**config.mk**
```make
export PLATFORM = sky130hd
export DESIGN_NAME = uart_tx_fifo
export DESIGN_NICKNAME = d
export VERILOG_FILES = /design/src/rtl/uart_pkg.sv /design/src/rtl/uart_fifo_mem.sv /design/src/rtl/uart_tx_fifo.sv
export SDC_FILE = /design/constraint.sdc
export NUM_CORES = 1
export LEC_CHECK = 0
export ABC_AREA = 1
export BUFFER_PORTS_ARGS = -buffer_cell sky130_fd_sc_hd__buf_2
export CAP_MARGIN = 20
export CELL_PAD_IN_SITES_DETAIL_PLACEMENT = 2
export CELL_PAD_IN_SITES_GLOBAL_PLACEMENT = 2
export CORE_ASPECT_RATIO = 1.75
export CORE_MARGIN = 2
export CORE_UTILIZATION = 36
export DETAILED_ROUTE_END_ITERATION = 8
export GPL_TIMING_DRIVEN = 1
export PLACE_DENSITY = 0.85
export SETUP_SLACK_MARGIN = 0.1
export SYNTH_ARGS = -nofsm -noshare
export SYNTH_HDL_FRONTEND = slang
export SYNTH_HIERARCHICAL = 1
export SYNTH_SLANG_ARGS = --single-unit
```
**constraint.sdc**
```tcl
create_clock -name I_CLK -period 2.16 [get_ports I_CLK]
set_clock_uncertainty 0.15 [all_clocks]
set_input_delay 0.648 -clock I_CLK [delete_from_list [all_inputs] [get_ports I_CLK]]
set_output_delay 0.648 -clock I_CLK [all_outputs]
set_load 0.05 [all_outputs]
```
**src/rtl/uart_pkg.sv**
```systemverilog
// Shared UART definitions: data width, transmit FSM encoding, baud divisor,
// and a small helper for FIFO sizing.
package uart_pkg;

    // Byte width shared by uart_tx, uart_rx and the transmit FIFO.
    localparam int UART_DATA_W = 8;

    // Clock divisor used by the baud generator (50 MHz system clock).
    localparam int UART_BAUD_DIV = 26;

    // Transmit FIFO drain FSM. WAIT covers the whole serial frame.
    typedef enum logic [1:0] {
        TX_IDLE  = 2'd0,
        TX_START = 2'd1,
        TX_WAIT  = 2'd2
    } tx_state_t;

    // Number of entries in a FIFO addressed by addr_w bits.
    function automatic int fifo_depth(input int addr_w);
        return 1 << addr_w;
    endfunction

endpackage

```
**src/rtl/uart_fifo_mem.sv**
```systemverilog
// Simple dual-port register array: one synchronous write port and one
// asynchronous read port, each addressed independently.
module uart_fifo_mem
    import uart_pkg::*;
#(
    parameter int DATA_W = UART_DATA_W,
    parameter int ADDR_W = 4
) (
    input  logic              I_CLK,
    input  logic              I_WR_EN,
    input  logic [ADDR_W-1:0] I_WR_ADDR,
    input  logic [DATA_W-1:0] I_WR_DATA,
    input  logic [ADDR_W-1:0] I_RD_ADDR,
    output logic [DATA_W-1:0] O_RD_DATA
);

    logic [DATA_W-1:0] mem [fifo_depth(ADDR_W)];

    // Store the incoming byte at the write address.
    // NOTE: the array has no reset on purpose; every location is written
    // before it is read, so clearing it would only add reset fan-out.
    always_ff @(posedge I_CLK) begin
        if (I_WR_EN) begin
            mem[I_WR_ADDR] <= I_WR_DATA;
        end
    end

    assign O_RD_DATA = mem[I_RD_ADDR];

endmodule

```
**src/rtl/uart_tx_fifo.sv**
```systemverilog
// Transmit-side byte buffer for uart_tx. Producers push bytes in bursts;
// the FSM pops one byte at a time and hands it to uart_tx through the
// start/done handshake, holding the byte on O_TX_DATA for the whole frame.
module uart_tx_fifo
    import uart_pkg::*;
#(
    parameter int DATA_W = UART_DATA_W,
    parameter int ADDR_W = 4
) (
    input  logic              I_CLK,
    input  logic              I_RST,
    input  logic              I_WR_EN,
    input  logic [DATA_W-1:0] I_WR_DATA,
    input  logic              I_FLUSH,
    input  logic              I_TX_DONE,
    output logic              O_TX_START,
    output logic [DATA_W-1:0] O_TX_DATA,
    output logic              O_FULL,
    output logic              O_EMPTY,
    output logic [ADDR_W:0]   O_COUNT,
    output logic              O_OVERFLOW
);

    localparam logic [ADDR_W:0] DEPTH     = (ADDR_W+1)'(fifo_depth(ADDR_W));
    localparam logic [ADDR_W-1:0] PTR_ONE = ADDR_W'(1);
    localparam logic [ADDR_W:0] CNT_ONE   = (ADDR_W+1)'(1);

    tx_state_t         state;
    tx_state_t         next_state;
    logic [ADDR_W-1:0] wr_ptr;
    logic [ADDR_W-1:0] rd_ptr;
    logic [ADDR_W:0]   count;
    logic [DATA_W-1:0] rd_data;
    logic              fifo_full;
    logic              fifo_empty;
    logic              wr_accept;
    logic              wr_drop;
    logic              pop;
    logic              start_nxt;

    // Full/empty come from the registered count, so a pop in the same
    // cycle never frees room for a write that arrives while full.
    assign fifo_full  = (count == DEPTH);
    assign fifo_empty = (count == '0);

    // Flush wins over both write and pop; a write during flush is simply
    // discarded and is not reported as an overflow.
    assign wr_accept = I_WR_EN && !fifo_full && !I_FLUSH;
    assign wr_drop   = I_WR_EN &&  fifo_full && !I_FLUSH;
    assign pop       = (state == TX_IDLE) && !fifo_empty && !I_FLUSH;

    uart_fifo_mem #(
        .DATA_W (DATA_W),
        .ADDR_W (ADDR_W)
    ) u_mem (
        .I_CLK     (I_CLK),
        .I_WR_EN   (wr_accept),
        .I_WR_ADDR (wr_ptr),
        .I_WR_DATA (I_WR_DATA),
        .I_RD_ADDR (rd_ptr),
        .O_RD_DATA (rd_data)
    );

    // Pointer and occupancy bookkeeping; pointers wrap naturally.
    // NOTE: sequential state uses non-blocking assignments so every register
    // samples the pre-edge values regardless of statement order.
    always_ff @(posedge I_CLK or posedge I_RST) begin
        if (I_RST) begin
            wr_ptr <= '0;
            rd_ptr <= '0;
            count  <= '0;
        end else if (I_FLUSH) begin
            wr_ptr <= '0;
            rd_ptr <= '0;
            count  <= '0;
        end else begin
            if (wr_accept) begin
                wr_ptr <= wr_ptr + PTR_ONE;
            end
            if (pop) begin
                rd_ptr <= rd_ptr + PTR_ONE;
            end
            case ({wr_accept, pop})
                2'b10:   count <= count + CNT_ONE;
                2'b01:   count <= count - CNT_ONE;
                default: count <= count;
            endcase
        end
    end

    // Drain FSM state register.
    always_ff @(posedge I_CLK or posedge I_RST) begin
        if (I_RST) begin
            state <= TX_IDLE;
        end else begin
            state <= next_state;
        end
    end

    // Drain FSM next-state: pop in IDLE, pulse in START, wait for done.
    // NOTE: next_state gets a default before the case so no path leaves it
    // unassigned, which would otherwise infer a latch.
    always_comb begin
        next_state = state;
        case (state)
            TX_IDLE: begin
                if (pop) begin
                    next_state = TX_START;
                end
            end
            TX_START: begin
                next_state = TX_WAIT;
            end
            TX_WAIT: begin
                if (I_TX_DONE) begin
                    next_state = TX_IDLE;
                end
            end
            default: begin
                next_state = TX_IDLE;
            end
        endcase
    end

    // Drain FSM output decode: the start pulse is registered, so it is
    // raised on the edge that enters START and dropped on the one leaving.
    always_comb begin
        start_nxt = (next_state == TX_START);
    end

    // Registered handshake outputs. O_TX_DATA only loads on a pop, which
    // needs a non-zero count, so it never picks up an unwritten entry.
    always_ff @(posedge I_CLK or posedge I_RST) begin
        if (I_RST) begin
            O_TX_START <= 1'b0;
            O_TX_DATA  <= '0;
            O_OVERFLOW <= 1'b0;
        end else begin
            O_TX_START <= start_nxt;
            O_OVERFLOW <= wr_drop;
            if (pop) begin
                O_TX_DATA <= rd_data;
            end
        end
    end

    assign O_FULL  = fifo_full;
    assign O_EMPTY = fifo_empty;
    assign O_COUNT = count;

endmodule
```
==> flow_metrics.env, run 1 <==
export IMPL_drc=0
export IMPL_relSlewSlack_pct=60.2
export IMPL_die_w_um=109
export IMPL_ys_ff_latch=153
export IMPL_cts_tree="done"
export IMPL_yosys_top_cells_area="edfxtp_1 56%, nand2_1 12%, dfrtp_1 9.1%"
export IMPL_wl_met2_um=14700
export IMPL_postRouteAntennaNets=0
export IMPL_fill_cells=2012
export IMPL_fin_ws_ns=-0.347
export IMPL_htreeDepth=4
export IMPL_insertion_delay_ns=0.43
export IMPL_antenna_found_initial=0
export IMPL_syn_num_nets=707
export IMPL_yosys_area_top_type="edfxtp_1"
export IMPL_hold_viol=0
export IMPL_crit_type="reg -> reg"
export IMPL_setup_violations=5
export IMPL_synthDistinctLibCells=29
export IMPL_clock_sinks=153
export IMPL_powerDensity_mw_per_mm2=1230
export IMPL_numCtsBuffers=17
export IMPL_final_max_slew_violation_count=0
export IMPL_initial_core_util_pct=36.4
export IMPL_num_vias=5342
export IMPL_grt_pass1_wl_um=37000
export IMPL_setup_worst_path_start_class="register"
export IMPL_clock_path_buffers=2
export IMPL_synth_edf_count=128
export IMPL_status="finished, violations left"
export IMPL_ir_worst_vdd_mv=0.829
export IMPL_drt_iter0_markers=317
export IMPL_cp_required_ns=2.32
export IMPL_n_antenna_cell=0
export IMPL_cp_arrival_ns=2.67
export IMPL_die_y_um=187
export IMPL_gp_congestion=0.884
export IMPL_max_freq_mhz=399
export IMPL_synthTopCellsByCount="219 x nand2_1, 128 x edfxtp_1, 111 x inv_1"
export IMPL_grt_pass1_vias=6103
export IMPL_ctsHoldBuffers=0
export IMPL_fp_row_count=67
export IMPL_post_drt_wl_per_cell_um=25.3
export IMPL_cap_violations=0
export IMPL_syn_area_per_cell_um2=10.0
export IMPL_topRoutingLayerUsed="met4"
export IMPL_synth_top_area_share_pct=55.7
export IMPL_gr_usage_all_layers_pct=25.5
export IMPL_dr_pass1_iters=5
export IMPL_postRouteWirelength_um=25700
export IMPL_syn_to_final_growth_pct=23.2
export IMPL_numPortBuffers=29
export IMPL_grt_max_degree=69
export IMPL_dpl_worst_slack_ns=-0.148
export IMPL_synth_cell_area_mm2=0.00690
export IMPL_worstMarginPinSlew_ns=0.596
export IMPL_grt_overflow=0
export IMPL_cts_root_buf="clkbuf_16"
export IMPL_clkTransAtPathRegs_ns=0.06
export IMPL_setup_tns_ns=-0.730
export IMPL_drive_above_1_share_pct=22.1
export IMPL_ff_latch_area_mm2=0.00448
export IMPL_p_leak_uw=0.00372
export IMPL_io_pins=30
export IMPL_final_nets=784
export IMPL_yosysMostFrequentCell="nand2_1"
export IMPL_worst_setup_path_end_kind="register"
export IMPL_drt_met1_wl_um=8780
export IMPL_met3WireLength_um=822
export IMPL_hpwl_um=16100
export IMPL_synth_seq_area_share_pct=64.8
export IMPL_die_area_mm2=0.0203
export IMPL_netlist_instances=688
export IMPL_synthArstFlopShare_pct=16.3
export IMPL_fin_crit_sh_pct=116
export IMPL_final_min_clock_period_ns=2.51
export IMPL_holdCritPathClass="in -> async"
export IMPL_synth_flop_cell="edfxtp_1"
export IMPL_multiInputGateArea_mm2=0.00197
export IMPL_crit_fanout=3
export IMPL_core_mm2=0.0189
export IMPL_viasPerCell=5.24
export IMPL_synth_warning_count=6
export IMPL_rsz0062_at_grt="yes"
export IMPL_violations="setup timing"
-- per-stage QoR --
| stage | cell area (um^2) | hold slack, ns | std cells | power, uW | utilization, % |
|---|---|---|---|---|---|
| 6_report | 8500 | 0.116 | 1019 | 10500 | 44.9 |
| 5_1_grt | 8500 | 0.159 | 1019 | 10800 | 44.9 |
| 4_1_cts | 8290 | 0.113 | 1011 | 10100 | 43.7 |
| 3_5_place_dp | 7590 | 0.334 | 976 | 6860 | 40.1 |
| 3_3_place_gp | 7590 | 0.320 | 976 | 6640 | 40.1 |
| 2_1_floorplan | 6950 | 0.354 | 688 | 5700 | - |
-- cell usage in the layout, fill, tap and decap left out, types with 5 or more instances in the layout --
cell type,count
inv_2,7
edfxtp_1,128
clkbuf_16,21
nor2_2,9
nand3_1,103
buf_2,24
nand2_2,5
nor2_4,8
buf_6,10
dfrtp_1,19
dfrtp_2,6
buf_4,44
nor2_1,12
nand2_1,216
inv_1,106
-- worst max-delay path, stage by stage (launching register included) --
cell and delay (ns):
dfrtp_2 0.43, nor2_4 0.20, nand3_2 0.13, buf_6 0.15
nand2_8 0.07, nand2_4 0.07, fa_2 0.37, nand3b_1 0.21
nand2_1 0.11, nand2_1 0.09, nand2_2 0.10, inv_2 0.04
nand2_2 0.07, nand2_1 0.06, nand2_1 0.07, nand2_1 0.06
-- kinds of logic (layout without fill, tap and decap cells) --
logic type | after synthesis | count (layout) | share of synthesized area (%)
simple gates | 368 | 368 | 23.3
flops | 153 | 153 | 64.8
buf+inv | 143 | 233 | 9.01
compound gates | 15 | 15 | 1.32
fa+ha+maj | 6 | 6 | 1.20
xor+xnor | 3 | 3 | 0.381
-- final cells by class --
| cell class | instances | share of cell area [%] |
|---|---|---|
| well taps | 241 | 3.55 |
| repair buffers | 85 | 8.15 |
| flip-flops and latches | 153 | 52.6 |
| inverters | 116 | 5.21 |
| multi-input cells | 392 | 23.1 |
| clock inverters | 4 | 0.603 |
| clock buffers | 28 | 6.71 |
-- repair_timing --
action	in CTS	in global routing
pin swaps	4	11
gates cloned	0	1
buffers inserted	3	8
setup endpoints to repair	22	134
resized for setup	17	29
-- registers in the layout, summed over array words and instances, names as in the netlist --
name        count
O_COUNT         5
O_OVERFLOW      1
O_TX_DATA       8
O_TX_START      1
rd_ptr          4
state           2
u_mem/mem     128
wr_ptr          4
-- path summary, 6_finish.rpt --
check | from | endpoint | slack [ns] | cells after the start
max | O_COUNT[2] | O_COUNT[4] | -0.35 | 15
min | I_RST | O_TX_START | 0.12 | 3
max reg2reg | O_COUNT[2] | O_COUNT[4] | -0.35 | 15
min reg2reg | O_TX_DATA[1] | O_TX_DATA[1] | 0.37 | 2
max in group asynchronous | I_RST | O_COUNT[4] | 1.46 | 3
min in group I_CLK | I_TX_DONE | state[1] | 0.34 | 3
-- report_power, final --
part           total, uW  switching [uW]  internal (uW)  leakage [uW]
Combinational       3690            2590           1100       0.00195
Sequential          3640             200           3440       0.00147
Clock               3120            1200           1920      0.000302
Total              10500            4000           6460       0.00372
-- layer usage --
| metal | vias to the layer above | GRT usage (%) |
|---|---|---|
| li1 | 2360 | - |
| met1 | 2762 | 26.2 |
| met2 | 158 | 46.4 |
| met3 | 62 | 4.74 |
| met4 | 0 | 15.1 |
| met5 | - | 0 |
(Power assumes the default switching activity.)
==> run 2: changes to the inputs <==
CORE_MARGIN = unset   (was 2)
==> run 2 against run 1 <==
- the flow still finishes with violations (setup timing)
- total power increased by 0.28%
- via count increased by 1.0%
- sequential share of layout area decreased by 0.17 points
- count of clock-buffer cells in the layout decreased by 7
- routed wire length increased by 2.9%
- clock power about the same
- utilization increased by 0.83 points
- combinational power increased by 1%
- global-route usage increased by 1.8 points
- non-clock buffer count increased by 3
- critical path depth decreased by 1
==> flow_metrics.env, run 2 (synthesis results as in run 1) <==
export IMPL_design_area_mm2=0.00853
export IMPL_top_register="u_mem/mem"
export IMPL_final_max_slew_violation_count=0
export IMPL_n_antenna_cell=0
export IMPL_grt_met1_usage_pct=26.1
export IMPL_r2r_slack_ns=-0.19
export IMPL_postRouteAntennaNets=0
export IMPL_fp_row_count=66
export IMPL_placed_cell_area_mm2=0.00765
export IMPL_syn_to_final_growth_pct=23.6
export IMPL_crit_type="reg -> reg"
export IMPL_hpwl_um=16200
export IMPL_grt_pass1_wl_um=37800
export IMPL_cp_top_family="simple AND/OR/NAND/NOR gates"
export IMPL_max_stage_delay_ns=0.43
export IMPL_post_drt_wl_per_cell_um=26.0
export IMPL_cap_violations=0
export IMPL_cp_cell_sequence="nor2_4, nand3_4, nand2_4, nand2_4, fa_2, nand3b_1, nand2_1, nand2_1, nand2_2, inv_2, nand2_2, nand2_2, nand2_2, nand2_1"
export IMPL_final_min_clock_period_ns=2.35
export IMPL_numCtsBuffers=17
export IMPL_ir_worst_vdd_mv=0.898
export IMPL_violations="setup timing"
export IMPL_fin_crit_sh_pct=109
export IMPL_postRouteWirelength_um=26500
export IMPL_slowest_stage="dfrtp_2"
export IMPL_drive_above_1_share_pct=22.9
export IMPL_die_area_mm2=0.0198
export IMPL_busiest_layer="met2"
export IMPL_clkTransAtPathRegs_ns=0.07
export IMPL_cp_required_ns=2.33
export IMPL_drt_iter0_markers=311
export IMPL_core_mm2=0.0187
export IMPL_initial_core_util_pct=37.0
export IMPL_holdCritPathClass="in -> async"
export IMPL_grt_pass1_vias=6204
export IMPL_path_common_cell="nand2_2"
export IMPL_antenna_found_initial=0
export IMPL_use_met3_pct=5.35
export IMPL_rsz0062_at_grt="yes"
export IMPL_cp_arrival_ns=2.52
export IMPL_cts_root_buf="clkbuf_16"
export IMPL_p_leak_uw=0.00374
export IMPL_dr_pass1_iters=4
export IMPL_ctsHoldBuffers=0
export IMPL_crit_fanout=3
export IMPL_final_nets=787
export IMPL_setup_tns_ns=-0.919
export IMPL_final_common_cell="nand2_1"
export IMPL_grt_overflow=0
export IMPL_insertion_delay_ns=0.45
export IMPL_viasPerCell=5.30
export IMPL_gp_congestion=0.841
export IMPL_num_vias=5396
export IMPL_setup_violations=27
export IMPL_gr_usage_all_layers_pct=27.3
export IMPL_grt_max_degree=69
export IMPL_worst_setup_path_end_kind="register"
export IMPL_htreeDepth=4
export IMPL_clock_path_buffers=2
export IMPL_die_w_um=107
export IMPL_powerDensity_mw_per_mm2=1230
export IMPL_die_y_um=185
export IMPL_io_pins=30
export IMPL_fin_ws_ns=-0.195
export IMPL_numPortBuffers=29
export IMPL_setup_worst_path_start_class="register"
export IMPL_worstMarginPinSlew_ns=0.491
export IMPL_clock_sinks=153
export IMPL_crit_buf_inv=1
export IMPL_cts_tree="done"
export IMPL_hold_viol=0
export IMPL_status="finished, violations left"
export IMPL_globalRouteMet2Util_pct=51.1
export IMPL_largest_reg_flops=128
export IMPL_relSlewSlack_pct=67.2
export IMPL_drc=0
export IMPL_fill_cells=1977
export IMPL_max_freq_mhz=425
export IMPL_final_cell_mix="214 x nand2_1, 128 x edfxtp_1, 106 x inv_1"
-- run 2: cell types whose count changed in the layout (fill, tap and decap cells not counted), sizes merged --
| cell | before | now |
|---|---|---|
| clkbuf | 30 | 22 |
| buf | 83 | 87 |
| clkinv | 2 | 6 |
| inv | 116 | 120 |
| clkinvlp | 1 | 0 |
-- run 2: stage by stage --
step | hold WS (ns) | total power [uW] | util (%) | cells | setup WS [ns]
3_3_place_gp | 0.309 | 6650 | 41.0 | 979 | -0.196
2_1_floorplan | 0.354 | 5700 | - | 688 | -0.0186
5_1_grt | 0.165 | 10800 | 45.7 | 1019 | -0.273
3_5_place_dp | 0.324 | 6890 | 41.0 | 979 | -0.254
6_report | 0.133 | 10500 | 45.7 | 1019 | -0.195
4_1_cts | 0.119 | 10300 | 45.1 | 1016 | -0.150
-- run 2: timing repair --
action                     4_1_cts  5_1_grt
resized for setup               29       26
hold endpoints to repair         0        0
setup buffers                    5        5
pin swaps                        8       20
setup endpoints to repair       43       23
-- run 2: report_power, final --
part           leakage [uW]  internal (uW)  switching, uW
Clock              0.000304           1810           1320
Sequential          0.00147           3440            189
Combinational       0.00197           1100           2630
-- run 2: layout make-up --
cell class	instances	area (um^2)	share of cell area, %
flip-flops and latches	153	4480	52.5
multi-input cells	392	1970	23.1
repair buffers	88	736	8.62
clock buffers	21	504	5.91
inverters	116	443	5.19
well taps	238	298	3.49
clock inverters	11	104	1.22
-- run 2: layer usage --
| layer | share of wire (%) | up-vias |
|---|---|---|
| met4 | 7.4 | 0 |
| met1 | 34 | 2767 |
| met2 | 55 | 164 |
| met5 | 0 | - |
| met3 | 3.3 | 98 |
| li1 | - | 2367 |
-- run 2: path summary, 6_finish.rpt --
path / startpoint / end / cells after the start
worst max-delay path: O_COUNT[3] / O_COUNT[4] / 14
worst min-delay path: I_RST / O_TX_DATA[5] / 3
worst max register to register: O_COUNT[3] / O_COUNT[4] / 14
worst min register to register: O_TX_DATA[0] / O_TX_DATA[0] / 2
max in group asynchronous: I_RST / O_COUNT[1] / 3
min in group I_CLK: O_TX_DATA[0] / O_TX_DATA[0] / 2
-- run 2: worst min-delay path: cells and delay by family --
kind     cells  cell delay, ns
buf+inv      3            0.49
